--- config.mk ---
export PLATFORM = sky130hd
export DESIGN_NAME = dma_io_dev
export DESIGN_NICKNAME = d
export VERILOG_FILES = /design/src/rtl/dma_io_dev_pkg.sv /design/src/rtl/dma_io_fifo.sv /design/src/rtl/dma_io_dev.sv
export SDC_FILE = /design/constraint.sdc
export NUM_CORES = 1
export LEC_CHECK = 0
export ABC_CLOCK_PERIOD_IN_PS = 4230
export CAP_MARGIN = 20
export CORE_UTILIZATION = 31
export CTS_CLUSTER_DIAMETER = 80
export DETAILED_ROUTE_END_ITERATION = 10
export GPL_ROUTABILITY_DRIVEN = 0
export HOLD_SLACK_MARGIN = 0.03
export PLACE_DENSITY_LB_ADDON = 0.05
export SYNTH_ARGS = -nofsm -noshare
export SYNTH_HDL_FRONTEND = slang
export SYNTH_SLANG_ARGS = --single-unit
--- constraint.sdc ---
create_clock -name clk -period 4.23 [get_ports clk]
set_clock_uncertainty 0.15 [all_clocks]
set_input_delay 0.423 -clock clk [delete_from_list [all_inputs] [get_ports clk]]
set_output_delay 0.423 -clock clk [all_outputs]
set_load 0.02 [all_outputs]
--- src/rtl/dma_io_dev_pkg.sv ---
// Shared constants and types for the DMA I/O peripheral: bus polarities,
// register offsets, CTRL bit indices and the dreq_ state encoding.
package dma_io_dev_pkg;

  localparam int DIO_BUS_ADDR_WIDTH = 10;
  localparam int DIO_DATA_WIDTH     = 8;

  localparam logic ENABLE_  = 1'b0;
  localparam logic DISABLE_ = 1'b1;
  localparam logic READ     = 1'b1;
  localparam logic WRITE    = 1'b0;

  localparam logic [1:0] DIO_DATA = 2'd0;
  localparam logic [1:0] DIO_STAT = 2'd1;
  localparam logic [1:0] DIO_CNT  = 2'd2;
  localparam logic [1:0] DIO_CTRL = 2'd3;

  localparam int CTRL_CLR   = 0;
  localparam int CTRL_RX_EN = 1;
  localparam int CTRL_TX_EN = 2;

  typedef enum logic [1:0] {
    S_IDLE = 2'd0,
    S_REQ  = 2'd1,
    S_HOLD = 2'd2
  } dreq_state_t;

  typedef enum logic {
    DIR_RX = 1'b0,
    DIR_TX = 1'b1
  } dma_dir_t;

  // Clamp a FIFO level into a 4-bit COUNT field.
  function automatic logic [3:0] sat4(input logic [31:0] v);
    return (v > 32'd15) ? 4'hF : v[3:0];
  endfunction

endpackage

--- src/rtl/dma_io_fifo.sv ---
// Synchronous FIFO with simultaneous push/pop and a synchronous flush.
// A push into a full FIFO is accepted only when a pop frees a slot in the
// same cycle; rdata shows the head entry combinationally.
module dma_io_fifo #(
  parameter int DW    = 8,
  parameter int DEPTH = 8,
  localparam int PW   = (DEPTH > 1) ? $clog2(DEPTH) : 1,
  localparam int CW   = PW + 1
) (
  input  logic          clk,
  input  logic          reset_,
  input  logic          clr,
  input  logic          push,
  input  logic          pop,
  input  logic [DW-1:0] wdata,
  output logic [DW-1:0] rdata,
  output logic          full,
  output logic          empty,
  output logic [CW-1:0] count
);

  logic [DW-1:0] mem [DEPTH];
  logic [PW-1:0] wptr, rptr;
  logic          do_push, do_pop;

  assign empty   = (count == '0);
  assign full    = (count == CW'(DEPTH));
  assign do_pop  = pop && !empty;
  assign do_push = push && (!full || do_pop);
  assign rdata   = mem[rptr];

  // Pointers and level; flush wins over any same-cycle traffic.
  always_ff @(posedge clk or negedge reset_) begin
    if (!reset_) begin
      wptr  <= '0;
      rptr  <= '0;
      count <= '0;
    end else if (clr) begin
      wptr  <= '0;
      rptr  <= '0;
      count <= '0;
    end else begin
      if (do_push) wptr <= wptr + PW'(1);
      if (do_pop)  rptr <= rptr + PW'(1);
      if (do_push && !do_pop)      count <= count + CW'(1);
      else if (do_pop && !do_push) count <= count - CW'(1);
    end
  end

  // Storage array, not reset; contents are only visible through valid levels.
  always_ff @(posedge clk) begin
    if (do_push && !clr) mem[wptr] <= wdata;
  end

endmodule

--- src/rtl/dma_io_dev.sv ---
// DMA-capable I/O peripheral: bus slave with a 4-register window, RX/TX
// FIFOs toward the device, and the requesting side of dreq_/eop_.
//
// state  | meaning
// IDLE   | dreq_ high, evaluating RX fill / TX free against THRESH
// REQ    | dreq_ low, waiting for eop_ from the DMA controller
// HOLD   | dreq_ high for one clock after eop_ before re-evaluating
module dma_io_dev
  import dma_io_dev_pkg::*;
#(
  parameter int            AW        = DIO_BUS_ADDR_WIDTH,
  parameter int            DW        = DIO_DATA_WIDTH,
  parameter logic [AW-1:0] BASE_ADDR = AW'(32'h020),
  parameter int            DEPTH     = 8,
  parameter int            THRESH    = 4
) (
  input  logic          clk,
  input  logic          reset_,
  input  logic [AW-1:0] addr,
  input  logic [DW-1:0] idata,
  output logic [DW-1:0] odata,
  input  logic          rw_,
  input  logic          as_,
  output logic          dreq_,
  input  logic          eop_,
  input  logic [DW-1:0] rx_data,
  input  logic          rx_valid,
  output logic          rx_ready,
  output logic [DW-1:0] tx_data,
  output logic          tx_valid,
  input  logic          tx_ready
);

  localparam int CW = ((DEPTH > 1) ? $clog2(DEPTH) : 1) + 1;

  logic [AW-1:0] off_full;
  logic [1:0]    off;
  logic          hit, rd, wr, data_rd, data_wr, ctrl_wr, clr;
  logic          rx_full, rx_empty, tx_full, tx_empty;
  logic [CW-1:0] rx_count, tx_count, tx_free;
  logic [DW-1:0] rx_rdata, tx_rdata;
  logic          rx_en, tx_en, ovf, unf;
  logic          rx_cond, tx_cond;
  logic [7:0]    stat_byte, cnt_byte, ctrl_byte;
  dreq_state_t   state, state_nxt;
  dma_dir_t      dir, dir_nxt;

  // Unsigned offset: addresses below BASE_ADDR wrap high and miss the window.
  assign off_full = addr - BASE_ADDR;
  assign off      = off_full[1:0];
  assign hit      = (as_ == ENABLE_) && (off_full < AW'(4));
  assign rd       = hit && (rw_ == READ);
  assign wr       = hit && (rw_ == WRITE);
  assign data_rd  = rd && (off == DIO_DATA);
  assign data_wr  = wr && (off == DIO_DATA);
  assign ctrl_wr  = wr && (off == DIO_CTRL);
  assign clr      = ctrl_wr && idata[CTRL_CLR];

  dma_io_fifo #(.DW(DW), .DEPTH(DEPTH)) u_rx (
    .clk(clk), .reset_(reset_), .clr(clr),
    .push(rx_valid), .pop(data_rd), .wdata(rx_data), .rdata(rx_rdata),
    .full(rx_full), .empty(rx_empty), .count(rx_count)
  );

  dma_io_fifo #(.DW(DW), .DEPTH(DEPTH)) u_tx (
    .clk(clk), .reset_(reset_), .clr(clr),
    .push(data_wr), .pop(tx_ready), .wdata(idata), .rdata(tx_rdata),
    .full(tx_full), .empty(tx_empty), .count(tx_count)
  );

  assign rx_ready = !rx_full;
  assign tx_valid = !tx_empty;
  assign tx_data  = tx_empty ? '0 : tx_rdata;
  assign tx_free  = CW'(DEPTH) - tx_count;

  assign stat_byte = {tx_full, tx_empty, rx_full, rx_empty, ovf, unf, 2'b00};
  assign cnt_byte  = {sat4(32'(rx_count)), sat4(32'(tx_count))};
  assign ctrl_byte = {5'b0, tx_en, rx_en, 1'b0};

  // CTRL enables and sticky error flags; clear drops the flags.
  always_ff @(posedge clk or negedge reset_) begin
    if (!reset_) begin
      rx_en <= 1'b0;
      tx_en <= 1'b0;
      ovf   <= 1'b0;
      unf   <= 1'b0;
    end else begin
      if (ctrl_wr) begin
        rx_en <= idata[CTRL_RX_EN];
        tx_en <= idata[CTRL_TX_EN];
      end
      if (clr) begin
        ovf <= 1'b0;
        unf <= 1'b0;
      end else begin
        if ((rx_valid && rx_full && !data_rd) || (data_wr && tx_full && !tx_ready))
          ovf <= 1'b1;
        if (data_rd && rx_empty)
          unf <= 1'b1;
      end
    end
  end

  // Registered read data, updated only on read hits.
  always_ff @(posedge clk or negedge reset_) begin
    if (!reset_) begin
      odata <= '0;
    end else if (rd) begin
      case (off)
        DIO_DATA: odata <= rx_empty ? '0 : rx_rdata;
        DIO_STAT: odata <= DW'(stat_byte);
        DIO_CNT:  odata <= DW'(cnt_byte);
        default:  odata <= DW'(ctrl_byte);
      endcase
    end
  end

  assign rx_cond = rx_en && (rx_count >= CW'(THRESH));
  assign tx_cond = tx_en && (tx_free >= CW'(THRESH));

  // Request FSM next-state; RX wins when both directions qualify.
  always_comb begin
    state_nxt = state;
    dir_nxt   = dir;
    case (state)
      S_IDLE: begin
        if (!clr && rx_cond) begin
          state_nxt = S_REQ;
          dir_nxt   = DIR_RX;
        end else if (!clr && tx_cond) begin
          state_nxt = S_REQ;
          dir_nxt   = DIR_TX;
        end
      end
      S_REQ: begin
        if (clr)                                      state_nxt = S_IDLE;
        else if (eop_ == ENABLE_)                     state_nxt = S_HOLD;
        else if ((dir == DIR_RX) ? !rx_en : !tx_en)   state_nxt = S_IDLE;
      end
      default: state_nxt = S_IDLE;
    endcase
  end

  // State, latched direction and the glitch-free registered dreq_.
  always_ff @(posedge clk or negedge reset_) begin
    if (!reset_) begin
      state <= S_IDLE;
      dir   <= DIR_RX;
      dreq_ <= DISABLE_;
    end else begin
      state <= state_nxt;
      dir   <= dir_nxt;
      dreq_ <= (state_nxt == S_REQ) ? ENABLE_ : DISABLE_;
    end
  end

endmodule

==> flow_metrics.tcl <==
set metrics [dict create \
    maxClockFrequency_mhz 288 \
    antenna_left 0 \
    crit_type "input port to flip-flop" \
    worst_slew_pin_slew_ns 0.898 \
    synth_ff_type "edfxtp_1" \
    synth_fp_nets 497 \
    finalMaxSlewViolations 0 \
    path_cells "clkdlybuf4s50_1 -> inv_1 -> ha_1 -> or4b_1 -> or4_4 -> o21ai_2 -> or2_2 -> inv_2 -> fa_1 -> or4_1 -> o311ai_1" \
    first_global_vias 4342 \
    rsz0062_at_grt "no" \
    wl_mm 16.3 \
    hold_path_class "flip-flop to flip-flop" \
    cts_root_buf "clkbuf_16" \
    finalPower_mw 4.66 \
    dr.pass1.iters 4 \
    ys_async_sr_fraction_pct 22.0 \
    clk_pin_slew_ns 0.07 \
    status "finished, final reports clean" \
    crit_path_end_kind "flip-flop" \
    maxCapViolations 0 \
    cts_buffers 17 \
    setup_viol 0 \
    drt-initial-drc-count 244 \
    hold_buffers 1 \
    antenna_found_initial 0 \
    syn_avg_cell_area_um2 15.6 \
    drc_errors 0 \
    fin_area_um2 8600 \
    rows 54 \
    post_drt_wl_per_cell_um 19.9 \
    cts_max_path_buffers 2 \
    grt_pass1_wl_mm 25.4 \
    critPathMaxStageDelay_ns 0.55 \
    fin_util_pct 38.9 \
    pin_count 52 \
    h-tree-depth 4 \
    syn_to_final_growth_pct 21.4 \
    reg2reg_depth 8 \
    start_util_pct 32.1 \
    worstPathRequired_ns 4.40 \
    start_kind "input port" \
    synth-edff-count 128 \
    synthDistinctLibCells 55 \
    powerDensity_nw_per_um2 541 \
    grt_start_max_net_pins 37 \
    finalNetCount 572 \
    vias 4104 \
    cts_resized 0 \
    cts_tree "done" \
    synth-seq-cells 164 \
    slew_headroom_pct 40.1 \
    syn_inst 453 \
    cts_setup_buffers 0 \
    clock-sinks 164 \
    cellLeakagePower_nw 2.99 \
    finalHoldViolations 0 \
    dieArea_um2 23500 \
    die_w_um 153 \
    vdd_ir_drop_max_mv 0.271 \
    ys_warn_count 0 \
    diodes 0 \
    dp_slack_ns 0.315 \
    synth_largest_area_cell "edfxtp_1" \
    yosysTopAreaCellShare_pct 54.2 \
    seq_area_frac_synth_pct 67.0 \
    io_buffers 51 \
    synth.most_common_cell "edfxtp_1" \
    placed_area_um2 8040 \
    cp_max_fo 5 \
    whs_path_depth 2 \
    insertion_delay_ns 0.42 \
    ys_top_cells_by_count "128 x edfxtp_1, 35 x dfrtp_1, 32 x mux4_2" \
    cp_data_arrival_time_ns 3.65 \
    grt_use_total_pct 14.7 \
    fin_setup_tns_ns 0 \
    syn_area_um2 7090 \
    fillers 2037 \
    setup_ws_ns 0.756 \
    period_share_pct 82.1 \
    cpMaxStageDelayCell "or4_4" \
    period_minus_slack_ns 3.47 \
    grt_overflow_total 0 \
    coreArea_um2 22100 \
    die_h_um 153 \
    viasPerCell 5.00 \
    netlist_top_cells_area "edfxtp_1 54%, dfrtp_1 12%, mux4_2 10%" \
    dp_hpwl_mm 11.0 \
    drive_gt1_share_pct 20.0 \
]
logic make-up after synthesis:
logic type      after synthesis  share of synthesized area [%]
compound gates               50                           4.34
xor+xnor                      9                           1.11
fa+ha+maj                    11                           2.15
buf+inv                      36                           2.07
flops                       164                           67.0
mux                          55                           13.5
simple gates                128                           9.80
per-stage QoR:
stage               cells  hold WS [ns]
global route          820         0.359
global placement      788         0.312
CTS                   820         0.336
floorplan             453       -0.0226
detailed placement    788         0.320
finish                820         0.328
layout make-up:
class	instances	area [um^2]	share of cell area, %
clock buffer	17	425	4.94
clock inverter	14	126	1.47
inverter	14	52.6	0.611
multi-input combinational	253	2190	25.5
sequential	164	4750	55.2
tap	280	350	4.07
timing repair buffer	78	711	8.26
per-layer routing:
| metal | routed length [um] | up-vias | part of all wire (%) | global-route usage, % |
|---|---|---|---|---|
| met5 | 0 | - | 0 | 0 |
| met4 | 265 | 0 | 1.6 | 4.71 |
| met3 | 526 | 21 | 3.2 | 3.03 |
| met2 | 8180 | 68 | 50 | 24.9 |
| met1 | 7320 | 2096 | 45 | 18.8 |
| li1 | - | 1919 | - | - |
flip-flops by register name (all words and copies together), names as in the netlist:
register and flops:
dir 1, u_rx.rptr 3, u_rx.count 4, u_tx.count 4, dreq_ 1, unf 1
rx_en 1, ovf 1, u_rx.wptr 3, odata 8, u_rx.mem 64, u_tx.mem 64
state 2, u_tx.wptr 3, u_tx.rptr 3, tx_en 1
placed cells by master, fill, tap and decap left out, types with 9 or more instances in the layout:
cell | netlist | routed
o21ai_0 | 14 | 14
mux4_2 | 32 | 32
nor2_1 | 29 | 29
buf_4 | 0 | 26
inv_1 | 13 | 13
nor3_1 | 18 | 18
dfrtp_1 | 35 | 35
mux2i_1 | 16 | 16
nand2_1 | 26 | 26
clkbuf_16 | 0 | 17
edfxtp_1 | 128 | 128
clkdlybuf4s50_1 | 0 | 50
a21oi_1 | 16 | 16
ha_1 | 9 | 9
path summary, 6_finish.rpt:
path | startpoint | endpoint | slack [ns]
worst min register to register | odata[2]$_DFFE_PN0P_ | odata[2]$_DFFE_PN0P_ | 0.33
worst max register to register | u_rx.count[0]$_DFFE_PN0P_ | u_rx.count[1]$_DFFE_PN0P_ | 1.01
min in group asynchronous | reset_ | state[0]$_DFF_PN0_ | 0.51
worst min-delay path | odata[2]$_DFFE_PN0P_ | odata[2]$_DFFE_PN0P_ | 0.33
max in group asynchronous | reset_ | ovf$_DFFE_PN0P_ | 2.85
worst max-delay path | addr[5] | u_rx.count[1]$_DFFE_PN0P_ | 0.76
critical path, delay by kind of cell:
kind / cells / cell delay [ns]
and+or+nand+nor: 4 / 1.70
AOI/OAI and AO/OA: 2 / 0.24
buffers and inverters: 3 / 0.58
adders and majority gates: 2 / 0.71
where the power goes:
part / total [mW] / leakage, nW / internal, mW / switching [mW]
sequential: 2.09 / 1.62 / 1.91 / 0.188
combinational: 1.11 / 1.11 / 0.557 / 0.550
clock: 1.46 / 0.268 / 0.814 / 0.642
(Power assumes the default switching activity.)
